[src/rtl/alu_seq_pkg.sv]
// ============================================================================
// alu_seq_pkg : opcodes, flag bit positions and FSM encoding for alu_seq
// Revision    : 1.0
// ============================================================================
`default_nettype none

package alu_seq_pkg;

   localparam logic [3:0] OP_ADD = 4'd0;
   localparam logic [3:0] OP_SUB = 4'd1;
   localparam logic [3:0] OP_ADC = 4'd2;
   localparam logic [3:0] OP_SBB = 4'd3;
   localparam logic [3:0] OP_AND = 4'd4;
   localparam logic [3:0] OP_OR  = 4'd5;
   localparam logic [3:0] OP_XOR = 4'd6;
   localparam logic [3:0] OP_NOT = 4'd7;
   localparam logic [3:0] OP_SHL = 4'd8;
   localparam logic [3:0] OP_SHR = 4'd9;
   localparam logic [3:0] OP_ASR = 4'd10;
   localparam logic [3:0] OP_ROL = 4'd11;
   localparam logic [3:0] OP_MUL = 4'd12;
   localparam logic [3:0] OP_INC = 4'd13;
   localparam logic [3:0] OP_DEC = 4'd14;

   // flags vector is {C,Z,N,V}
   localparam int FLAG_C = 3;
   localparam int FLAG_Z = 2;
   localparam int FLAG_N = 1;
   localparam int FLAG_V = 0;

   typedef enum logic [1:0] {
      ST_IDLE  = 2'd0,
      ST_SHIFT = 2'd1,
      ST_MUL   = 2'd2
   } state_t;

endpackage

`default_nettype wire

[src/rtl/alu_seq_if.sv]
// ============================================================================
// alu_seq_if : controller <-> ALU bus and handshake bundle
// Revision   : 1.0
// ============================================================================
`default_nettype none

interface alu_seq_if #(
   parameter int WIDTH = 8
);
   logic [3:0]       op;
   logic             start;
   logic             rega_write_enable;
   logic             regb_write_enable;
   logic             alu_enable;
   logic             rega_enable;
   logic             regb_enable;
   logic             hi_enable;
   logic [WIDTH-1:0] bus_in;
   logic [WIDTH-1:0] bus_out;
   logic             busy;
   logic             done;
   logic [3:0]       flags;
   logic             carry_out;

   modport master (
      output op, start, rega_write_enable, regb_write_enable,
             alu_enable, rega_enable, regb_enable, hi_enable, bus_in,
      input  bus_out, busy, done, flags, carry_out
   );

   modport slave (
      input  op, start, rega_write_enable, regb_write_enable,
             alu_enable, rega_enable, regb_enable, hi_enable, bus_in,
      output bus_out, busy, done, flags, carry_out
   );
endinterface

`default_nettype wire

[src/rtl/alu_seq_addsub.sv]
// ============================================================================
// alu_seq_addsub : combinational ripple adder with optional b inversion
// Revision       : 1.0
// ============================================================================
`default_nettype none

module alu_seq_addsub #(
   parameter int WIDTH = 8
) (
   input  logic [WIDTH-1:0] a,
   input  logic [WIDTH-1:0] b,
   input  logic             cin,
   input  logic             invert_b,
   output logic [WIDTH-1:0] sum,
   output logic             cout,
   output logic             ovf
);

   logic [WIDTH-1:0] bb;

   always_comb begin
      logic c;
      bb  = invert_b ? ~b : b;
      sum = '0;
      c   = cin;
      for (int i = 0; i < WIDTH; i++) begin
         sum[i] = a[i] ^ bb[i] ^ c;
         c      = (a[i] & bb[i]) | (c & (a[i] ^ bb[i]));
      end
      cout = c;
      // overflow: both addends share a sign that the sum does not
      ovf  = (a[WIDTH-1] == bb[WIDTH-1]) && (sum[WIDTH-1] != a[WIDTH-1]);
   end

endmodule

`default_nettype wire

[src/rtl/alu_seq.sv]
// ============================================================================
// alu_seq : bus ALU with flags, multi-cycle shifts and shift-add multiplier
// Revision: 1.0
// ============================================================================
`default_nettype none

module alu_seq
   import alu_seq_pkg::*;
#(
   parameter int WIDTH = 8
) (
   input  logic      clk,
   input  logic      rst,
   alu_seq_if.slave  bus
);

   localparam int SHW = $clog2(WIDTH);
   localparam int CW  = SHW + 1;

   state_t           state, state_nx;
   logic [WIDTH-1:0] a_q, b_q, res_q, hi_q;
   logic [3:0]       flags_q;
   logic             done_q;

   logic [3:0]       wop_q, wop_nx;
   logic [WIDTH-1:0] wval_q, wval_nx, wmc_q, wmc_nx, wacc_q, wacc_nx;
   logic [CW-1:0]    cnt_q, cnt_nx;

   logic             commit, hi_wr, done_nx;
   logic [WIDTH-1:0] res_nx, hi_nx;
   logic [3:0]       flags_nx;

   logic [WIDTH-1:0] add_a, add_b, add_sum;
   logic             add_cin, add_inv, add_cout, add_ovf;
   logic [WIDTH:0]   sh_step, mul_ext;
   logic [2*WIDTH-1:0] prod;
   logic [SHW-1:0]   amt;

   assign amt = b_q[SHW-1:0];

   // one-bit shift step, returns {bit_out, shifted_value}
   function automatic logic [WIDTH:0] shift1(input logic [3:0] sop, input logic [WIDTH-1:0] v);
      case (sop)
         OP_SHL:  return {v[WIDTH-1], v[WIDTH-2:0], 1'b0};
         OP_SHR:  return {v[0], 1'b0, v[WIDTH-1:1]};
         OP_ASR:  return {v[0], v[WIDTH-1], v[WIDTH-1:1]};
         default: return {v[WIDTH-1], v[WIDTH-2:0], v[WIDTH-1]};
      endcase
   endfunction

   alu_seq_addsub #(.WIDTH(WIDTH)) u_addsub (
      .a        (add_a),
      .b        (add_b),
      .cin      (add_cin),
      .invert_b (add_inv),
      .sum      (add_sum),
      .cout     (add_cout),
      .ovf      (add_ovf)
   );

   always_comb begin
      add_a   = a_q;
      add_b   = b_q;
      add_cin = 1'b0;
      add_inv = 1'b0;
      if (state == ST_MUL) begin
         add_a = wacc_q;
         add_b = wmc_q;
      end else begin
         case (bus.op)
            OP_SUB:  begin add_inv = 1'b1; add_cin = 1'b1; end
            OP_ADC:  add_cin = flags_q[FLAG_C];
            OP_SBB:  begin add_inv = 1'b1; add_cin = flags_q[FLAG_C]; end
            OP_INC:  begin add_b = '0; add_cin = 1'b1; end
            OP_DEC:  begin add_b = '0; add_inv = 1'b1; end
            default: ;
         endcase
      end
   end

   always_comb begin
      state_nx = state;
      wop_nx   = wop_q;
      wval_nx  = wval_q;
      wmc_nx   = wmc_q;
      wacc_nx  = wacc_q;
      cnt_nx   = cnt_q;
      commit   = 1'b0;
      hi_wr    = 1'b0;
      done_nx  = 1'b0;
      res_nx   = res_q;
      hi_nx    = hi_q;
      flags_nx = flags_q;
      prod     = '0;
      sh_step  = shift1(wop_q, wval_q);
      mul_ext  = wval_q[0] ? {add_cout, add_sum} : {1'b0, wacc_q};

      case (state)
         ST_IDLE: begin
            if (bus.start) begin
               case (bus.op)
                  OP_ADD, OP_SUB, OP_ADC, OP_SBB, OP_INC, OP_DEC: begin
                     commit           = 1'b1;
                     res_nx           = add_sum;
                     flags_nx[FLAG_C] = add_cout;
                     flags_nx[FLAG_V] = add_ovf;
                  end
                  OP_AND, OP_OR, OP_XOR, OP_NOT: begin
                     commit           = 1'b1;
                     flags_nx[FLAG_C] = 1'b0;
                     flags_nx[FLAG_V] = 1'b0;
                     case (bus.op)
                        OP_AND:  res_nx = a_q & b_q;
                        OP_OR:   res_nx = a_q | b_q;
                        OP_XOR:  res_nx = a_q ^ b_q;
                        default: res_nx = ~a_q;
                     endcase
                  end
                  OP_SHL, OP_SHR, OP_ASR, OP_ROL: begin
                     if (amt == '0) begin
                        commit           = 1'b1;
                        res_nx           = a_q;
                        flags_nx[FLAG_C] = 1'b0;
                        flags_nx[FLAG_V] = 1'b0;
                     end else begin
                        state_nx = ST_SHIFT;
                        wop_nx   = bus.op;
                        wval_nx  = a_q;
                        cnt_nx   = {1'b0, amt};
                     end
                  end
                  OP_MUL: begin
                     state_nx = ST_MUL;
                     wacc_nx  = '0;
                     wval_nx  = b_q;
                     wmc_nx   = a_q;
                     cnt_nx   = CW'(WIDTH);
                  end
                  default: ;
               endcase
               done_nx = (state_nx == ST_IDLE);
            end
         end
         ST_SHIFT: begin
            wval_nx = sh_step[WIDTH-1:0];
            cnt_nx  = cnt_q - CW'(1);
            if (cnt_q == CW'(1)) begin
               state_nx         = ST_IDLE;
               commit           = 1'b1;
               done_nx          = 1'b1;
               res_nx           = sh_step[WIDTH-1:0];
               flags_nx[FLAG_C] = sh_step[WIDTH];
               flags_nx[FLAG_V] = 1'b0;
            end
         end
         ST_MUL: begin
            // accumulate-then-shift: {acc,multiplier} becomes the product after WIDTH steps
            {wacc_nx, wval_nx} = {mul_ext, wval_q[WIDTH-1:1]};
            cnt_nx             = cnt_q - CW'(1);
            if (cnt_q == CW'(1)) begin
               prod             = {wacc_nx, wval_nx};
               state_nx         = ST_IDLE;
               commit           = 1'b1;
               hi_wr            = 1'b1;
               done_nx          = 1'b1;
               res_nx           = wval_nx;
               hi_nx            = wacc_nx;
               flags_nx[FLAG_C] = (wacc_nx != '0);
               flags_nx[FLAG_V] = (wacc_nx != '0);
               flags_nx[FLAG_Z] = (prod == '0);
               flags_nx[FLAG_N] = prod[2*WIDTH-1];
            end
         end
         default: state_nx = ST_IDLE;
      endcase

      if (commit && !hi_wr) begin
         flags_nx[FLAG_Z] = (res_nx == '0);
         flags_nx[FLAG_N] = res_nx[WIDTH-1];
      end
   end

   always_ff @(posedge clk or negedge rst) begin
      if (!rst) state <= ST_IDLE;
      else      state <= state_nx;
   end

   always_ff @(posedge clk or negedge rst) begin
      if (!rst) begin
         a_q     <= '0;
         b_q     <= '0;
         res_q   <= '0;
         hi_q    <= '0;
         flags_q <= '0;
         done_q  <= 1'b0;
         wop_q   <= '0;
         wval_q  <= '0;
         wmc_q   <= '0;
         wacc_q  <= '0;
         cnt_q   <= '0;
      end else begin
         done_q <= done_nx;
         wop_q  <= wop_nx;
         wval_q <= wval_nx;
         wmc_q  <= wmc_nx;
         wacc_q <= wacc_nx;
         cnt_q  <= cnt_nx;
         if (commit) begin
            res_q   <= res_nx;
            flags_q <= flags_nx;
         end
         if (hi_wr) hi_q <= hi_nx;
         if (state == ST_IDLE) begin
            if (bus.rega_write_enable)      a_q <= bus.bus_in;
            else if (bus.regb_write_enable) b_q <= bus.bus_in;
         end
      end
   end

   always_comb begin
      if (bus.alu_enable)       bus.bus_out = res_q;
      else if (bus.rega_enable) bus.bus_out = a_q;
      else if (bus.regb_enable) bus.bus_out = b_q;
      else if (bus.hi_enable)   bus.bus_out = hi_q;
      else                      bus.bus_out = {WIDTH{1'b1}};
   end

   assign bus.busy      = (state != ST_IDLE);
   assign bus.done      = done_q;
   assign bus.flags     = flags_q;
   assign bus.carry_out = flags_q[FLAG_C];

endmodule

`default_nettype wire

[src/flat_wrapper.sv]
// flat-port wrapper written by rule: the top's interface ports become plain ports
module alu_seq_flat import alu_seq_pkg::*;
#(
   parameter int WIDTH = 8
)
  (clk, rst, bus_op, bus_start, bus_rega_write_enable, bus_regb_write_enable, bus_alu_enable, bus_rega_enable, bus_regb_enable, bus_hi_enable, bus_bus_in, bus_bus_out, bus_busy, bus_done, bus_flags, bus_carry_out);
  alu_seq_if #(.WIDTH(WIDTH)) bus_i ();
  input  logic clk;
  input  logic rst;
  input wire logic [$bits(bus_i.op)-1:0] bus_op;
  input wire logic [$bits(bus_i.start)-1:0] bus_start;
  input wire logic [$bits(bus_i.rega_write_enable)-1:0] bus_rega_write_enable;
  input wire logic [$bits(bus_i.regb_write_enable)-1:0] bus_regb_write_enable;
  input wire logic [$bits(bus_i.alu_enable)-1:0] bus_alu_enable;
  input wire logic [$bits(bus_i.rega_enable)-1:0] bus_rega_enable;
  input wire logic [$bits(bus_i.regb_enable)-1:0] bus_regb_enable;
  input wire logic [$bits(bus_i.hi_enable)-1:0] bus_hi_enable;
  input wire logic [$bits(bus_i.bus_in)-1:0] bus_bus_in;
  output wire logic [$bits(bus_i.bus_out)-1:0] bus_bus_out;
  output wire logic [$bits(bus_i.busy)-1:0] bus_busy;
  output wire logic [$bits(bus_i.done)-1:0] bus_done;
  output wire logic [$bits(bus_i.flags)-1:0] bus_flags;
  output wire logic [$bits(bus_i.carry_out)-1:0] bus_carry_out;
  assign bus_i.op = bus_op;
  assign bus_i.start = bus_start;
  assign bus_i.rega_write_enable = bus_rega_write_enable;
  assign bus_i.regb_write_enable = bus_regb_write_enable;
  assign bus_i.alu_enable = bus_alu_enable;
  assign bus_i.rega_enable = bus_rega_enable;
  assign bus_i.regb_enable = bus_regb_enable;
  assign bus_i.hi_enable = bus_hi_enable;
  assign bus_i.bus_in = bus_bus_in;
  assign bus_bus_out = bus_i.bus_out;
  assign bus_busy = bus_i.busy;
  assign bus_done = bus_i.done;
  assign bus_flags = bus_i.flags;
  assign bus_carry_out = bus_i.carry_out;
  alu_seq #(.WIDTH(WIDTH)) u_core (.clk(clk), .rst(rst), .bus(bus_i));
endmodule
[config.mk]
export PLATFORM = sky130hd
export DESIGN_NAME = alu_seq_flat
export DESIGN_NICKNAME = d
export VERILOG_FILES = /design/src/rtl/alu_seq_pkg.sv /design/src/rtl/alu_seq_if.sv /design/src/rtl/alu_seq_addsub.sv /design/src/rtl/alu_seq.sv /design/src/flat_wrapper.sv
export SDC_FILE = /design/constraint.sdc
export NUM_CORES = 1
export LEC_CHECK = 0
export CORE_ASPECT_RATIO = 0.6
export CORE_MARGIN = 5
export CORE_UTILIZATION = 55
export CTS_CLUSTER_DIAMETER = 150
export DETAILED_ROUTE_END_ITERATION = 8
export HOLD_SLACK_MARGIN = 0.08
export PLACE_DENSITY = 0.82
export SLEW_MARGIN = 0
export SYNTH_ARGS = -nofsm -noshare
export SYNTH_HDL_FRONTEND = slang
export SYNTH_HIERARCHICAL = 1
export SYNTH_SLANG_ARGS = --single-unit
[constraint.sdc]
create_clock -name clk -period 11.5 [get_ports clk]
set_input_delay 2.3 -clock clk [delete_from_list [all_inputs] [get_ports clk]]
set_output_delay 2.3 -clock clk [all_outputs]
set_load 0.1 [all_outputs]
## After elaboration in Yosys (flattened, before gate mapping)

Index checks and enable logic that the tools add are counted.

- Register bits after elaboration: 71
- Bits in latches: 0
- Memory bits (writable): 0
- Memory bits (read-only): 0
- Input port bits: 21
- Output and inout port bits: 15
- Memories: 0

- $add $sub $neg: 1
- Multiply operators: 0
- Div/mod/pow operators: 0
- $lt $le $gt $ge: 0
- Equal/unequal tests: 31
- Shifts and indexed selects: 0
- Mux-type cells: 59
- Bitwise operators: 47
- Reduce and logical (&&, ||, !) cells: 36

Operators by type and width:

| cell | number |
|---|---|
| $mux W8 | 16 |
| $pmux W8 S3 | 4 |
| $eq A4 B4 Y1 const B | 10 |
| $pmux W8 S2 | 2 |
| $pmux W9 S3 | 1 |
| $and A1 B1 Y1 | 16 |
| $eq A4 B3 Y1 const B | 4 |
| $logic_not A16 Y1 | 1 |
| $not A8 Y8 | 2 |
| $pmux W4 S2 | 2 |
| $xor A1 B1 Y1 | 16 |
| $reduce_and A3 Y1 | 5 |
| $mux W2 | 7 |
| $mux W1 | 13 |
| $mux W4 | 3 |
| $pmux W1 S3 | 4 |
| $reduce_and A4 Y1 | 3 |
| $reduce_bool A2 Y1 | 5 |
| $reduce_or A10 Y1 | 1 |
| $mux W9 | 1 |
| $and A8 B8 Y8 | 1 |
| $eq A4 B1 Y1 const B | 2 |
| $eq A4 B2 Y1 const B | 2 |
| $logic_not A8 Y1 | 1 |
| other kinds (29) | 52 |

## Depth between registers and ports, before layout

- Depth after elaboration: 28
- Gate-level depth with buffers: 24
- Depth with buffers taken out: 21

## Modules after synthesis

The synthesis kept the hierarchy.

By module, submodules not included:

| module | instances | cells each | area each (um^2) | seq. area each (um^2) |
|---|---|---|---|---|
| alu_seq | 1 | 615 | 5353.9 | 1776.7 |
| alu_seq_addsub | 1 | 34 | 319.1 | 0.0 |

## Worst setup path before layout

OpenSTA, ideal clock, no wires.

- Path type: input-to-reg
- Start point: input bus_op[1]
- End point: register u_core.flags_q[1] (netlist: u_core/bus.flags[1])
- Library setup time: 0.123 ns
- Arrival: 7.219 ns
- Path slack: 4.158 ns
- Cell stages on the path: 21
- Buffers on the path: 3
- Cells stage by stage: buf_6 > buf_2 > nand3b_1 > a21oi_1 > buf_6 > xor2_1 > fa_1 > inv_1 > fa_1 > fa_1 > fa_1 > fa_1 > fa_1 > fa_1 > inv_1 > fa_1 > a221o_1 > a22oi_2 > o21ai_0 > a21oi_1 > a21oi_1

- Elaborated cells between the ends (all ways): 80
- Those cells by class: 13 x eq/ne; 19 x mux; 35 x bitwise; 13 x reduce/logical

RTL lines:

| item | line | source |
|---|---|---|
| start, declared | flat_wrapper.sv:10 | `input wire logic [$bits(bus_i.op)-1:0] bus_op;` |
| $eq A4 B1 Y1 (tied with other cells) | alu_seq.sv:70 | `case (bus.op)` |
| $reduce_or A3 Y1 (no line) (*) | -- |  |
| $mux W1 (*) | alu_seq.sv:70 |  |
| $mux W1 (*) | alu_seq.sv:66 | `if (state == ST_MUL) begin` |
| net u_core.add_inv | alu_seq.sv:34 | `logic add_cin, add_inv, add_cout, add_ovf;` |
| $mux W8 (*) | alu_seq_addsub.sv:23 | `bb = invert_b ? ~b : b;` |
| $xor A1 B1 Y1 | alu_seq_addsub.sv:28 | `c = (a[i] & bb[i]) \| (c & (a[i] ^ bb[i]));` |
| $and A1 B1 Y1 | alu_seq_addsub.sv:28 |  |
| (+11 left out) | -- |  |
| $and A1 B1 Y1 | alu_seq_addsub.sv:28 |  |
| $or A1 B1 Y1 | alu_seq_addsub.sv:28 |  |
| $xor A1 B1 Y1 (*) | alu_seq_addsub.sv:27 | `sum[i] = a[i] ^ bb[i] ^ c;` |
| net u_core.add_sum[7] | alu_seq.sv:33 | `logic [WIDTH-1:0] add_a, add_b, add_sum;` |
| $pmux W8 S3 (*) | alu_seq.sv:101 | `case (bus.op)` |
| $mux W8 (*) | alu_seq.sv:100 | `if (bus.start) begin` |
| $pmux W8 S3 (*) | alu_seq.sv:98 | `case (state)` |
| $mux W2 (*) | alu_seq.sv:177 | `if (commit && !hi_wr) begin` |
| end signal, assigned | alu_seq.sv:210 | `flags_q <= flags_nx;` |
| end, declared | alu_seq.sv:22 | `logic [3:0] flags_q;` |

Mark *: on every way through the listed nets, which the timed path passes. The rest lies on a longest branch. The select of a mux whose other input is x is not followed.
A chain may end at the register's enable or synchronous reset.

## Final worst setup path

Ends and elaborated chain as after synthesis.

==> flow_summary_export.csv <==
group,metric,value,unit
power,combinationalPowerShare,57.5,%
placed_design,portBuffers,35,
floorplan,start_util,57.0,%
logic_synthesis,synth-compound-area-share,23.7,%
routing,firstDrtPassIters,6,
logic_synthesis,postSynthRegisterBits,71,
global_routing,use_met2,43.8,%
logic_synthesis,yosysTopAreaCell,"dfrtp_1",
logic_synthesis,synth_mux_area_share,13.4,%
logic_synthesis,synth.area.top_cells,"dfrtp_1, mux2_2, ha_1",
global_routing,grt.met3_usage,10.9,%
global_routing,overflow,0,
finish,nNetsFinal,718,
power,internal-power,983,µW
global_routing,grt_busiest_layer,"met2",
sta,fin_worst_skew,7.51,ps
cts,numClockSinks,71,
logic_synthesis,yosys.area.top_type_share,31.3,%
power,switchingPower,1080,µW
cts,clk_path_buf_depth,2,
logic_synthesis,synth_top_family_by_area,"compound AO/OA/AOI/OAI gates",
finish,num_antenna_cells,0,
routing,drt-initial-drc-count,679,
cts,cts_resized,0,
routing,wl_per_cell,23.1,µm
routing,vias,5328,
routing,drc_errors,0,
logic_synthesis,seq_area_frac_synth,31.3,%
floorplan,core_area,9950,µm²
global_routing,grt_max_degree,72,
power,ir_drop,0.000191,V
placed_design,place.gp.congestion,0.972,
placed_design,hpwlAfterDp,13500,µm
cts,cts_setup_buffers,0,
cts,htreeDepth,3,
sta,rsz0062_at_grt,"false",
finish,drive_above_1_share,12.8,%
logic_synthesis,synth_edf_count,0,
cts,clock_latency,340,ps
floorplan,die_w,141,µm
cts,clk_pin_slew,60,ps
logic_synthesis,yosysWarnings,6,
global_routing,antenna_found_initial,0,
sta,max_slew_margin,23.3,%
worst_hold_path,hp-class,"flip-flop to flip-flop",
sta,max_slew.worst_pin.slew,1150,ps
worst_setup_path,crit_fanout,20,
cts,cts_tree,"built",
routing,drt-vias-per-instance,6.66,
power,seqPwrFrac,27.4,%
logic_synthesis,synthesis.nets,707,
power,p_leak,0.00271,µW
sta,max_freq,115,MHz
sta,drv_slew,0,
power,pwr-share-clk,15.1,%
finish,nFillCells,860,
cts,cts_hold_buf,0,
outcome,status,"complete, no violations",
worst_setup_path,end_kind,"flip-flop",
routing,wl,18500,µm
logic_synthesis,synth-simple-area-share,13.7,%
routing,drtAntennaViolNets,0,
cts,root_buffer,"clkbuf_16",
logic_synthesis,synthDistinctLibCells,72,
global_routing,grt_pass1_wl,29100,µm
worst_setup_path,path_class,"input port to flip-flop",
sta,period_share,75.5,%
worst_setup_path,arrival,8890,ps
global_routing,grt_pass1_vias,5160,
worst_setup_path,critPathRequiredTime,11710,ps
global_routing,use_met1,43.8,%
logic_synthesis,synth-xor-area-share,1.83,%
floorplan,ioPinCount,36,
power,netSwitchingFraction,52.4,%
floorplan,rows,28,
floorplan,fp.dieH,88.7,µm
sta,hold-worst-slack,493,ps
logic_synthesis,synthCells,649,
logic_synthesis,synth_area,5670,µm²
global_routing,grt_usage,30.5,%
worst_setup_path,start_kind,"input port",
logic_synthesis,ys_async_sr_fraction,100,%
finish,area_delta_synth_final,11.8,%
sta,hold_viol,0,
logic_synthesis,synthAdderAreaFrac,9.22,%
sta,min_period,8680,ps
sta,timing.setup.tns,0,ps
cts,cts_made_buffers,9,
flow_run,max_cap_violations,0,
sta,setup_viol,0,
logic_synthesis,avgSynthCellArea,8.74,µm²
floorplan,dieArea,12500,µm²
logic_synthesis,synth_top_flop_cell,"dfrtp_1",
power,powerDensity,326,nW/µm²
[metal layers]
layer | up-vias | part of all wire, %
li1 | 2348 | -
met1 | 2588 | 45
met2 | 354 | 40
met3 | 38 | 13
met4 | 0 | 1.7
met5 | - | 0
[kinds of logic after synthesis]
group           count (synthesis)
simple gates                  168
xor+xnor                       11
flops                          71
buf+inv                        89
fa+ha+maj                      37
compound gates                203
mux                            70
[cell usage after synthesis, types with 4 or more instances]
cell and count:
xnor2_1 7, buf_6 4, a21oi_1 43, dfrtp_1 71, a211oi_1 9, mux2i_1 24, o211ai_1 7, o21ai_1 5
buf_2 11, o21ai_0 57, nor3_1 4, a32oi_1 7, nor4_1 6, fa_1 8, a22oi_1 7, inv_1 50
buf_4 4, a31oi_1 6, nand2_1 88, nand3_1 9, o22ai_1 8, o31ai_1 9, clkbuf_1 19, nor2_1 33
a21o_1 6, mux2_2 46, ha_1 29, nor2b_1 6
[power by group through the flow]
stage | clock network [µW] | registers (µW) | logic [µW]
after global placement | 0 | 549 | 1120
after CTS | 314 | 550 | 1160
after detailed placement | 0 | 553 | 1150
after floorplan | 0 | 482 | 867
after global routing | 326 | 571 | 1280
final | 312 | 566 | 1190
[through the flow]
stage	area, µm²	utilization, %	instances	worst slack, ps	total power (µW)
2_1_floorplan	5670	-	649	4160	1350
3_3_place_gp	6010	60.4	784	2740	1670
3_5_place_dp	6010	60.4	784	2600	1700
4_1_cts	6340	63.8	800	2920	2020
5_1_grt	6340	63.8	800	2550	2170
6_report	6340	63.8	800	2820	2070
[cells in the final DEF, fill, tap and decap left out, types with 3 or more instances in the layout]
| cell type | instances |
|---|---|
| a211oi_1 | 9 |
| xnor2_1 | 7 |
| o22a_1 | 3 |
| a21o_1 | 6 |
| clkbuf_16 | 9 |
| buf_4 | 4 |
| nor3_1 | 4 |
| mux2_2 | 46 |
| nand3_1 | 9 |
| ha_1 | 29 |
| o22ai_1 | 8 |
| a221oi_1 | 3 |
| o21ai_0 | 57 |
| mux2i_1 | 24 |
| clkdlybuf4s50_1 | 34 |
| nor4_1 | 6 |
| o21a_1 | 3 |
| a32oi_1 | 7 |
| nor2_1 | 33 |
| o31ai_1 | 9 |
| a31oi_1 | 6 |
| inv_1 | 50 |
| xor2_1 | 3 |
| o211ai_1 | 7 |
| nand2_1 | 88 |
| o221ai_1 | 3 |
| dfrtp_1 | 71 |
| o21ai_1 | 5 |
| fa_1 | 8 |
| nor2b_1 | 6 |
| a21oi_1 | 43 |
| a22oi_1 | 7 |
[final timing paths]
path / from / endpoint / slack [ps] / cells past startpoint
max reg2reg: u_core/state[0] / u_core/bus.flags[1] / 4950 / 20
min reg2reg: u_core/hi_q[7] / u_core/hi_q[7] / 490 / 1
max: bus_op[1] / u_core/bus.flags[1] / 2820 / 19
min: u_core/hi_q[7] / u_core/hi_q[7] / 490 / 1
min in group asynchronous: rst / u_core/hi_q[5] / 2180 / 2
max in group asynchronous: rst / u_core/b_q[0] / 8720 / 2
[sequential cells by signal, indices dropped and copies added (netlist names)]
name	count
u_core/wacc_q	8
u_core/b_q	8
u_core/hi_q	8
u_core/a_q	8
u_core/state	2
u_core/wval_q	8
u_core/wop_q	4
u_core/bus.flags	4
u_core/bus.done	1
u_core/cnt_q	4
u_core/res_q	8
u_core/wmc_q	8
[area by class of cell]
type | instances | area (µm²) | share of cell area [%]
Clock buffer | 11 | 253 | 3.98
Clock inverter | 5 | 78.8 | 1.24
Inverter | 50 | 188 | 2.96
Multi-Input combinational cell | 489 | 3500 | 55.2
Sequential cell | 71 | 1780 | 28.0
Tap cell | 135 | 169 | 2.66
Timing Repair Buffer | 39 | 375 | 5.92
[critical path, stage by stage]
cell             delay, ps
clkdlybuf4s50_1       1050
nand3b_1               140
a21oi_1                750
xor2_1                 240
fa_1                   200
inv_1                   60
fa_1                   430
fa_1                   440
fa_1                   460
fa_1                   450
fa_1                   440
fa_1                   390
inv_1                   90
fa_1                   500
a221o_1                390
a22oi_2                160
o21ai_0                130
a21oi_1                180
a21oi_1                 80
Note: power is estimated with default switching activity, not from simulation.
==> RTL edit, RTL diff (config.mk and constraints unchanged) <==
Reset style: synchronous (`rst`), changed in 2 clocked blocks.
--- a/src/rtl/alu_seq.sv
+++ b/src/rtl/alu_seq.sv
@@ -181,10 +181,10 @@
    end
 
-   always_ff @(posedge clk or negedge rst) begin
+   always_ff @(posedge clk) begin
       if (!rst) state <= ST_IDLE;
       else      state <= state_nx;
    end
 
-   always_ff @(posedge clk or negedge rst) begin
+   always_ff @(posedge clk) begin
       if (!rst) begin
          a_q     <= '0;
Check against the original RTL: differs if rst is asserted again (counterexample within 4 cycles, from zero or initial values and one cycle with rst low); with rst held inactive, the same outputs for 4 cycles.
==> RTL edit against the original RTL <==
  * Wire length is 1.6% lower
  * Area after synthesis decreased by 6.9%
  * Highest routed layer unchanged
  * Worst setup slack worse by 0.94 ns
  * Maximum frequency decreased by 9.8%
  * Sequential share of layout area shrank 4.0 points
  * Critical path type unchanged
  * Sequential cell count did not move
  * Cell area fell by 6.9%
  * Worst hold slack got worse by 0.039 ns
Power is not compared: it rests on default switching activity, and its combinational part moved more than twofold at a synthesized area within 25%.
==> RTL edit: results (changes against the original RTL) <==
* CP Max Fanout at 18 (-10%)
* Measured slew at the worst slew-check pin at 1.12 ns (-0.0291 ns)
* Post-synthesis xor/xnor area fraction at 2.30% (+0.47 points)
* Pin count of the biggest net entering global routing at 45 (-38%)
* Worst Setup SP: bus_op[3]
* Drt first-iter violations at 630 (-7.2%)
* First-pass GRT wire length at 28.1 mm (-3.4%)
* WHS at 0.453 ns (-0.0394 ns)
* Detailed Place HPWL at 13.4 mm (-0.40%)
* GRT Total Usage at 31.3% (+0.79 points)
* Postcts setup bufs at 0 (unchanged)
* Hold path start: u_core/wop_q[2]
* Layout Nets at 735 (+2.4%)
* Top cells by count, synth: 72 x a21oi_1, 72 x nor2_1, 71 x dfxtp_1
* Layout cells sized above 1 at 8.15% (-4.6 points)
* Syn nets at 733 (+3.7%)
* Most used DFF post-synth: dfxtp_1
* Post-synthesis sequential area ratio at 26.9% (-4.4 points)
* Setup skew after layout at 0.00796 ns (+0.000452 ns)
* CP top delay family: adder cells
* Synth cell types at 70 (-2.8%)
* Slowest stage delay, CP at 0.98 ns (-0.07 ns)
* Mux contribution to synthesized area at 8.93% (-4.4 points)
* Compound-Gate Fraction of Synth Area at 25.7% (+2.0 points)
* Area share of fa/ha/maj cells after synthesis at 8.72% (-0.50 points)
* Vias after detailed routing at 5,387 (+1.1%)
* Hold path depth at 2 (+1)
* Setup crit end: u_core/bus.flags[3]
* Routed wire length at 18.2 mm (-1.6%)
* Post-Place Cell Area at 0.00560 mm^2 (-6.8%)
* Clock latency on the worst-skew pair at 0.34 ns (about the same)
* Initial DRT Pass Iterations at 5 (-1)
* Number of global-route vias before repair at 4,956 (-4.0%)
* R2r worst-path depth at 22 (+10%)
* Status: complete, no violations
* Top cells by area, synth: dfxtp_1 27%, a21oi_1 6.8%, ha_1 5.7%
* Initial antenna violation count at 0 (unchanged)
* RD Place Congestion at 1.01 (+3.9%)
* CP Data Arrival Time at 9.84 ns (+0.95 ns)
* Hold Path Sink: u_core/wop_q[2]
* Reg2reg setup slack at 4.53 ns (-0.42 ns)
* Post-synth ARST share at 0% (-100 points)
==> RTL edit: through the flow <==
step	setup slack, ns	std cells	utilization, %
after floorplan	3.41	680	-
after global placement	2.01	801	60.5
after detailed placement	1.71	801	60.5
after CTS	2.03	817	63.8
after global routing	1.59	817	63.8
final	1.88	817	63.8
==> RTL edit: layer usage <==
layer | global-route usage (%) | up-vias | share of wire [%]
met5 | 0 | - | 0
met4 | 8.23 | 0 | 2.2
met3 | 10.8 | 44 | 14
met2 | 41.6 | 365 | 38
met1 | 47.1 | 2556 | 46
li1 | - | 2422 | -
==> RTL edit: layout make-up <==
| type | instances | area [um^2] |
|---|---|---|
| clock buffers | 9 | 225 |
| fillers | 841 | 3350 |
| multi-input cells | 510 | 3430 |
| clock inverters | 7 | 78.8 |
| inverters | 48 | 185 |
| well taps | 130 | 163 |
| flip-flops and latches | 71 | 1420 |
| repair buffers | 42 | 403 |
